## src/rtl/axi_read_master.sv

```systemverilog
// Single-burst AXI4 read master: accepts one command, issues one AR request,
// and forwards the R beats through a one-entry output register.
module axi_read_master #(
  parameter int DATA_WIDTH    = 32,
  parameter int ADDRESS_WIDTH = 8
) (
  input  logic                     aclk,
  input  logic                     aresetn,
  // command
  input  logic                     cmd_valid,
  output logic                     cmd_ready,
  input  logic [ADDRESS_WIDTH-1:0] cmd_addr,
  input  logic [7:0]               cmd_len,
  // AR channel
  output logic [ADDRESS_WIDTH-1:0] araddr,
  output logic [7:0]               arlen,
  output logic [2:0]               arsize,
  output logic [1:0]               arburst,
  output logic                     arvalid,
  input  logic                     arready,
  // R channel
  input  logic [DATA_WIDTH-1:0]    rdata,
  input  logic [1:0]               rresp,
  input  logic                     rlast,
  input  logic                     rvalid,
  output logic                     rready,
  // output stream
  output logic [DATA_WIDTH-1:0]    out_data,
  output logic                     out_last,
  output logic                     out_valid,
  input  logic                     out_ready,
  // status
  output logic                     busy,
  output logic                     done,
  output logic                     error,
  output logic [1:0]               dbg_state
);

  // Handshake rule on every channel: a transfer happens on a rising edge where
  // valid && ready; a raised valid and its payload stay put until that edge.

  localparam int SIZE_LOG2 = $clog2(DATA_WIDTH / 8);
  localparam logic [ADDRESS_WIDTH-1:0] ALIGN_MASK = {ADDRESS_WIDTH{1'b1}} << SIZE_LOG2;

  typedef enum logic [1:0] {
    S_IDLE = 2'd0,
    S_ADDR = 2'd1,
    S_DATA = 2'd2,
    S_DONE = 2'd3
  } state_t;

  state_t     state;
  logic [8:0] beats_remaining;
  logic       err_flag;
  logic       last_held;   // output register holds the burst's final beat

  logic r_hs;
  logic out_hs;
  logic final_beat;
  logic early_last;

  assign r_hs       = rvalid && rready;
  assign out_hs     = out_valid && out_ready;
  assign final_beat = (beats_remaining == 9'd1);
  assign early_last = rlast && (beats_remaining > 9'd1);

  assign cmd_ready = (state == S_IDLE);
  assign busy      = (state != S_IDLE);
  assign arsize    = 3'(SIZE_LOG2);
  assign arburst   = 2'b01;
  assign dbg_state = state;
  // Once the final beat is captured no further beats are taken, even though
  // the output register may be draining in the same cycle.
  assign rready    = (state == S_DATA) && !last_held && (!out_valid || out_ready);

  always_ff @(posedge aclk or negedge aresetn) begin
    if (!aresetn) begin
      state           <= S_IDLE;
      araddr          <= '0;
      arlen           <= '0;
      arvalid         <= 1'b0;
      beats_remaining <= '0;
      err_flag        <= 1'b0;
      last_held       <= 1'b0;
      out_data        <= '0;
      out_last        <= 1'b0;
      out_valid       <= 1'b0;
      done            <= 1'b0;
      error           <= 1'b0;
    end else begin
      done  <= 1'b0;
      error <= 1'b0;

      if (r_hs) begin
        out_data  <= rdata;
        out_last  <= final_beat || rlast;
        out_valid <= 1'b1;
      end else if (out_hs) begin
        out_valid <= 1'b0;
      end

      case (state)
        S_IDLE: begin
          if (cmd_valid) begin
            araddr          <= cmd_addr & ALIGN_MASK;
            arlen           <= cmd_len;
            arvalid         <= 1'b1;
            beats_remaining <= {1'b0, cmd_len} + 9'd1;
            state           <= S_ADDR;
          end
        end
        S_ADDR: begin
          if (arready) begin
            arvalid <= 1'b0;
            state   <= S_DATA;
          end
        end
        S_DATA: begin
          if (r_hs) begin
            beats_remaining <= (final_beat || early_last) ? 9'd0 : beats_remaining - 9'd1;
            if ((rresp != 2'b00) || early_last || (final_beat && !rlast))
              err_flag <= 1'b1;
            if (final_beat || rlast)
              last_held <= 1'b1;
          end
          if (last_held && out_hs) begin
            last_held <= 1'b0;
            done      <= 1'b1;
            error     <= err_flag;
            state     <= S_DONE;
          end
        end
        S_DONE: begin
          err_flag <= 1'b0;
          state    <= S_IDLE;
        end
        default: state <= S_IDLE;
      endcase
    end
  end

endmodule

```

## config.mk

```make
export PLATFORM = sky130hd
export DESIGN_NAME = axi_read_master
export DESIGN_NICKNAME = d
export VERILOG_FILES = /design/src/rtl/axi_read_master.sv
export SDC_FILE = /design/constraint.sdc
export NUM_CORES = 1
export LEC_CHECK = 0
export CORE_ASPECT_RATIO = 1.2
export CORE_MARGIN = 2
export CORE_UTILIZATION = 35
export CTS_BUF_LIST = sky130_fd_sc_hd__clkbuf_8
export CTS_CLUSTER_SIZE = 28
export DETAILED_ROUTE_END_ITERATION = 7
export GPL_ROUTABILITY_DRIVEN = 0
export PLACE_DENSITY = 0.71
export SYNTH_ARGS = -nofsm -noshare
export SYNTH_HDL_FRONTEND = slang
export SYNTH_SLANG_ARGS = --single-unit
```

## constraint.sdc

```tcl
create_clock -name aclk -period 2.6 [get_ports aclk]
set_clock_uncertainty 0.2 [all_clocks]
set_input_delay 0.65 -clock aclk [delete_from_list [all_inputs] [get_ports aclk]]
set_output_delay 0.65 -clock aclk [all_outputs]
set_load 0.02 [all_outputs]
```

# Yosys cells after proc, flatten, opt, wreduce, memory -nomap -nowiden
# Index checks and enable logic that the tools add are counted.
op_classes:
  addsub: 2
  magnitude_cmp: 1
  eq_ne: 9
  muxes: 23
  reduce_logical: 30
op_table:
  columns: ["cell", "n"]
  rows:
  - ["9-bit 2-to-1 mux", 3]
  - ["9-bit case mux with 2 select lines", 1]
  - ["2-bit nonzero test", 8]
  - ["3-bit AND reduction", 5]
  - ["1-bit 2-to-1 mux", 13]
  - ["8-bit by 1-bit adder with 9-bit output, second input constant", 1]
  - ["9-bit by 1-bit equality test with 1-bit output, second input constant", 1]
  - ["9-bit by 1-bit > comparator with 1-bit output, second input constant", 1]
  - ["9-bit by 1-bit subtractor with 9-bit output, second input constant", 1]
  - ["2-bit case mux with 4 select lines", 1]
  - ["1-bit logical AND", 7]
  - ["2-bit 2-to-1 mux", 3]
  - ["2-bit inequality test, second input constant", 3]
  - ["1-bit logical OR", 5]
  - ["2-bit equality test, second input constant", 2]
  - ["2-bit by 1-bit inequality test with 1-bit output, second input constant", 2]
  - ["1-bit case mux with 2 select lines", 2]
  - ["1-bit logical NOT", 3]
  - ["2-bit by 1-bit equality test with 1-bit output, second input constant", 1]
  - ["2-bit logical NOT", 1]
  - ["2-bit AND reduction", 1]
totals:
  reg_bits: 64
  input_bits: 57
  output_inout_bits: 63
  wordCells: 77

# Logic depth before layout (Yosys ltp)
logic_depth:
  depth_word: 7
  ltp_mapped: 8
  depth_no_buf: 7

# Least setup slack after synthesis
# No wires, ideal clock.
synth_path:
  path_kind: "reg-to-reg"
  start: "register state[0], in the netlist dbg_state[0]"
  end: "register beats_remaining[3]"
  setup_time_ns: 0.126
  arrival_time_ns: 2.057
  required_ns: 2.274
  slack_ns: 0.217
  path_stages_with_launch: 9
  n_path_buf: 1
  period_less_slack_ns: 2.383
  path_cell_list: "dfrtp_1 inv_1 ha_1 inv_1 nor2_1 a21o_1 clkbuf_1 o21ai_0 a221o_1"
synth_via:
  elab_cells_between_ends: 10
  classes_between: "eq/ne: 3; mux: 1; reduce/logical: 6"
synth_rtl:
  columns: ["item", "line_no", "text"]
  rows:
  - ["from (decl)", "52", "state_t state;"]
  - ["from (signal assigned)", "78", "state <= S_IDLE;"]
  - ["from (signal assigned)", "109", "state <= S_ADDR;"]
  - ["from (signal assigned)", "115", "state <= S_DATA;"]
  - ["2-bit logical NOT *", null, null]
  - ["via cmd_ready", "11", "output logic cmd_ready,"]
  - ["2-bit inequality test (no source line) / 2-bit nonzero test (equally long branches)", null, null]
  - ["3-bit AND reduction (no source line)", null, null]
  - ["to (signal assigned)", "108", "beats_remaining <= {1'b0, cmd_len} + 9'd1;"]
  - ["to (signal assigned)", "120", "beats_remaining <= (final_beat || early_last) ? 9'd0 : beats_remaining - 9'd1;"]
  - ["to (decl)", "53", "logic [8:0] beats_remaining;"]
# Mark *: on every way through the listed nets, which the timed path passes. The rest lies on a longest branch.
# A chain may end at the register's enable or synchronous reset.

# Worst setup path after layout
layout_path:
  start: "register beats_remaining[1]"
  end: "register err_flag"
layout_via:
  elab_chain_len: 6
  elab_cells_between_ends: 8
  classes_between: "order compare: 1; eq/ne: 2; reduce/logical: 5"
layout_rtl:
  columns: ["item", "line_no", "text"]
  rows:
  - ["9-bit by 1-bit > comparator with 1-bit output", "65", "assign early_last = rlast && (beats_remaining > 9'd1);"]
  - ["1-bit logical AND", "65", null]
  - ["1-bit logical OR", "121", "if ((rresp != 2'b00) || early_last || (final_beat && !rlast))"]
  - ["1-bit logical OR *", "121", null]
  - ["2-bit by 1-bit inequality test with 1-bit output (no source line) *", null, null]
  - ["3-bit AND reduction (no source line) *", null, null]
  - ["to (signal assigned)", "83", "err_flag <= 1'b0;"]
  - ["to (signal assigned)", "122", "err_flag <= 1'b1;"]
  - ["to (signal assigned)", "134", "err_flag <= 1'b0;"]
  - ["to (decl)", "54", "logic err_flag;"]
# Every way passes the cells marked *; elsewhere a longest branch is shown, timed or not.

==> results by group <==
Clocking
  • Clk sink count: 64
  • Worst skew pair latency: ~330 ps
  • CTS Buf Count: 9
  • Root buffer cell: clkbuf_8
  • Clock buffer depth: 2
  • H-Tree Depth: 3
  • TritonCTS clock tree: yes
  • Clock transition at path regs: around 70 ps

Logic synthesis
  • Mapped cell area: between 2000 and 3000 sq um
  • Flop and latch count out of synthesis: 64
  • Most frequent cell after synthesis: dfrtp_1
  • Cell accounting for the most synthesized area: dfrtp_1
  • Count of cell types in the netlist: a little over 50
  • EDFF count, synth: 0
  • Yosys top cell area share: between 50% and 60%
  • Top cells by area, synth: dfrtp_1 (54%), mux2_2 (17%), ha_1 (2.9%)
  • Asr flop ratio synth: 100%
  • Top_reg_cell synth: dfrtp_1
  • Most frequent cells after synthesis: dfrtp_1 (64), mux2_2 (46), nor2_1 (14)
  • Ys Warns: 0
  • Syn_area_per_cell: around 12 sq um
  • Sequential-to-total area share from yosys stat: between 50% and 60%
  • Gate count of the mapped netlist: 244

Outcome
  • Status: finished, final reports clean

Worst setup path
  • Setup crit start kind: flop
  • Crit-path slowest cell: or4b_4
  • Worst Path Max Fanout: 5
  • Worst Path Class, Setup: flop to flop
  • Crit-path cells: inv_1 -> ha_1 -> or4b_4 -> o211a_1 -> a41o_1 -> nand3b_1 -> a311o_1
  • WP data required: approximately 2600 ps
  • Crit. End Element: flop
  • Worst path max stage delay: roughly 470 ps
  • CP arrival: about 2500 ps

Worst hold path
  • Hold Path Class: primary input to async pin

Route
  • Routed len/inst: 14.9 um
  • # DRC: 0
  • Vias per inst: approximately 4.8
  • Routed Antenna Nets: 0
  • Vias: 2352
  • Initial DRC Count: between 100 and 150
  • First-pass iteration count of the detailed router: 4
  • WL final: between 7000 and 8000 um

Global route
  • Met3 Use GR: 5.69%
  • Global routing met1 resource utilization: 20.0%
  • Busiest grt layer: met2
  • GRT overflow: 0
  • GR Util met2: between 20% and 30%
  • Initial antenna violation count: 0
  • Total track usage: between 10% and 20%
  • Vias in the first global route: around 2400
  • First-pass GRT wire length: 11800 um
  • Largest net degree at the start of global routing: 65

Placed design
  • PortBufs: 110
  • DPL Wire Length: about 5300 um

Timing
  • Final Hold Viols: 0
  • Final setup fails: 0
  • FMAX: 0.404 GHz
  • Min cycle time layout: 2480 ps
  • Worst hold slack: between 100 and 150 ps
  • Final worst path period share: 95.2%
  • Fin Setup TNS: 0 ps
  • Slew Viols, Final: 0

Finish
  • Final net count: around 430
  • Inserted Diodes: 0
  • Fill count: 744
  • Share of cells above drive strength 1: ~22%
  • Layout Area Growth over Synthesis: 50.9%

Power and ir drop
  • VDD IR-drop max: 0.561 mV
  • Leak Pwr: ~1.9 nW
  • PwrDens: roughly 1200 nW/um^2

Die
  • Placeable Area: between 8000 and 9000 sq um
  • FP Rows: 36
  • Boundary Pins: 120
  • Die Y: 105 um
  • Initial core utilization: ~36%
  • Total die area: approximately 9200 sq um
  • Die width: about 88 um

Job
  • Total of max-cap violations: 0
==> metal layers <==
| metal | routed length [um] | share of wire (%) | vias to the layer above |
|---|---|---|---|
| met3 | 493 | 6.8 | 7 |
| met2 | 3770 | 52 | 76 |
| met4 | 67 | 0.92 | 0 |
| met5 | 0 | 0 | - |
| li1 | - | - | 1111 |
| met1 | 2940 | 40 | 1158 |
==> worst max-delay path: cells and delay by family, from the launching register on <==
kind	cells	cell delay, ps
AND/OR/NAND/NOR	2	630
adder cells (fa/ha/maj)	1	220
buffers and inverters	1	100
AO/OA/AOI/OAI	3	770
flip-flops	1	430
==> per-stage QoR <==
| stage | total power [W] | instance area, sq um | std cells | util (%) | setup slack, ps |
|---|---|---|---|---|---|
| final | 0.00542 | 4480 | 487 | 54.7 | 124 |
| after global routing | 0.00574 | 4480 | 487 | 54.7 | -0.514 |
| after CTS | 0.00547 | 4460 | 486 | 54.4 | 38.6 |
| after detailed placement | 0.00462 | 4270 | 471 | 52.1 | -350 |
| after global placement | 0.00453 | 4270 | 471 | 52.1 | -329 |
| after floorplan | 0.00329 | 2990 | 249 | - | 217 |
==> flip-flops by register name (all words and copies together), names as in the netlist <==
register	count
out_valid	1
out_last	1
araddr	6
beats_remaining	9
done	1
last_held	1
dbg_state	2
error	1
arvalid	1
out_data	32
arlen	8
err_flag	1
==> what timing repair did <==
action | CTS | global route
hold buffers | 0 | 0
buffers inserted | 0 | 1
gates resized for setup | 6 | 3
endpoints found under the setup margin | 3 | 3
pin swaps | 0 | 0
==> path summary, 6_finish.rpt <==
path / startpoint / end / slack, ps / depth (start not counted)
worst max-delay path: beats_remaining[1] / err_flag / 120 / 7
worst min-delay path: aresetn / beats_remaining[6] / 110 / 2
worst max register to register: beats_remaining[1] / err_flag / 120 / 7
worst min register to register: out_data[2] / out_data[2] / 300 / 1
max in group asynchronous: aresetn / dbg_state[0] / 1780 / 2
min in group aclk: out_data[2] / out_data[2] / 300 / 1
==> cell type report <==
class / instances / area (sq um) / share of cell area, %
Clock buffer: 10 / 138 / 3.07
Timing Repair Buffer: 125 / 1230 / 27.4
Tap cell: 114 / 143 / 3.18
Clock inverter: 5 / 57.6 / 1.28
Multi-Input combinational cell: 160 / 1280 / 28.5
Sequential cell: 64 / 1600 / 35.7
Inverter: 9 / 33.8 / 0.754
==> cell usage in the layout, fill, tap and decap left out, types with 3 or more instances in the layout <==
| cell | count |
|---|---|
| nor3_1 | 5 |
| o21ai_0 | 6 |
| nor2_1 | 14 |
| ha_1 | 7 |
| buf_4 | 13 |
| inv_1 | 9 |
| clkbuf_8 | 10 |
| clkinvlp_4 | 3 |
| nand2_1 | 9 |
| mux2_2 | 46 |
| dfrtp_1 | 64 |
| clkdlybuf4s50_1 | 105 |
| nand3_1 | 8 |
| xnor2_1 | 3 |
| xor2_1 | 3 |
| a21oi_1 | 6 |
| conb_1 | 7 |
==> logic make-up (layout without fill, tap and decap cells) <==
| family | count (synthesis) | count (layout) | share of synthesized area (%) |
|---|---|---|---|
| AOI/OAI and AO/OA | 39 | 39 | 9.78 |
| other | 2 | 7 | 0.253 |
| muxes | 47 | 47 | 17.8 |
| xor gates and xnor gates | 6 | 6 | 1.77 |
| adders and majority gates | 7 | 7 | 2.95 |
| and+or+nand+nor | 54 | 54 | 9.44 |
| DFF | 64 | 64 | 53.9 |
| buffers and inverters | 25 | 149 | 4.09 |
==> where the power goes <==
part           total, W  switching, W  internal (W)
Combinational   0.00281       0.00136       0.00144
Clock          0.000844      0.000383      0.000462
Sequential      0.00177      0.000295       0.00148
Power figures use the tool's default switching activity.
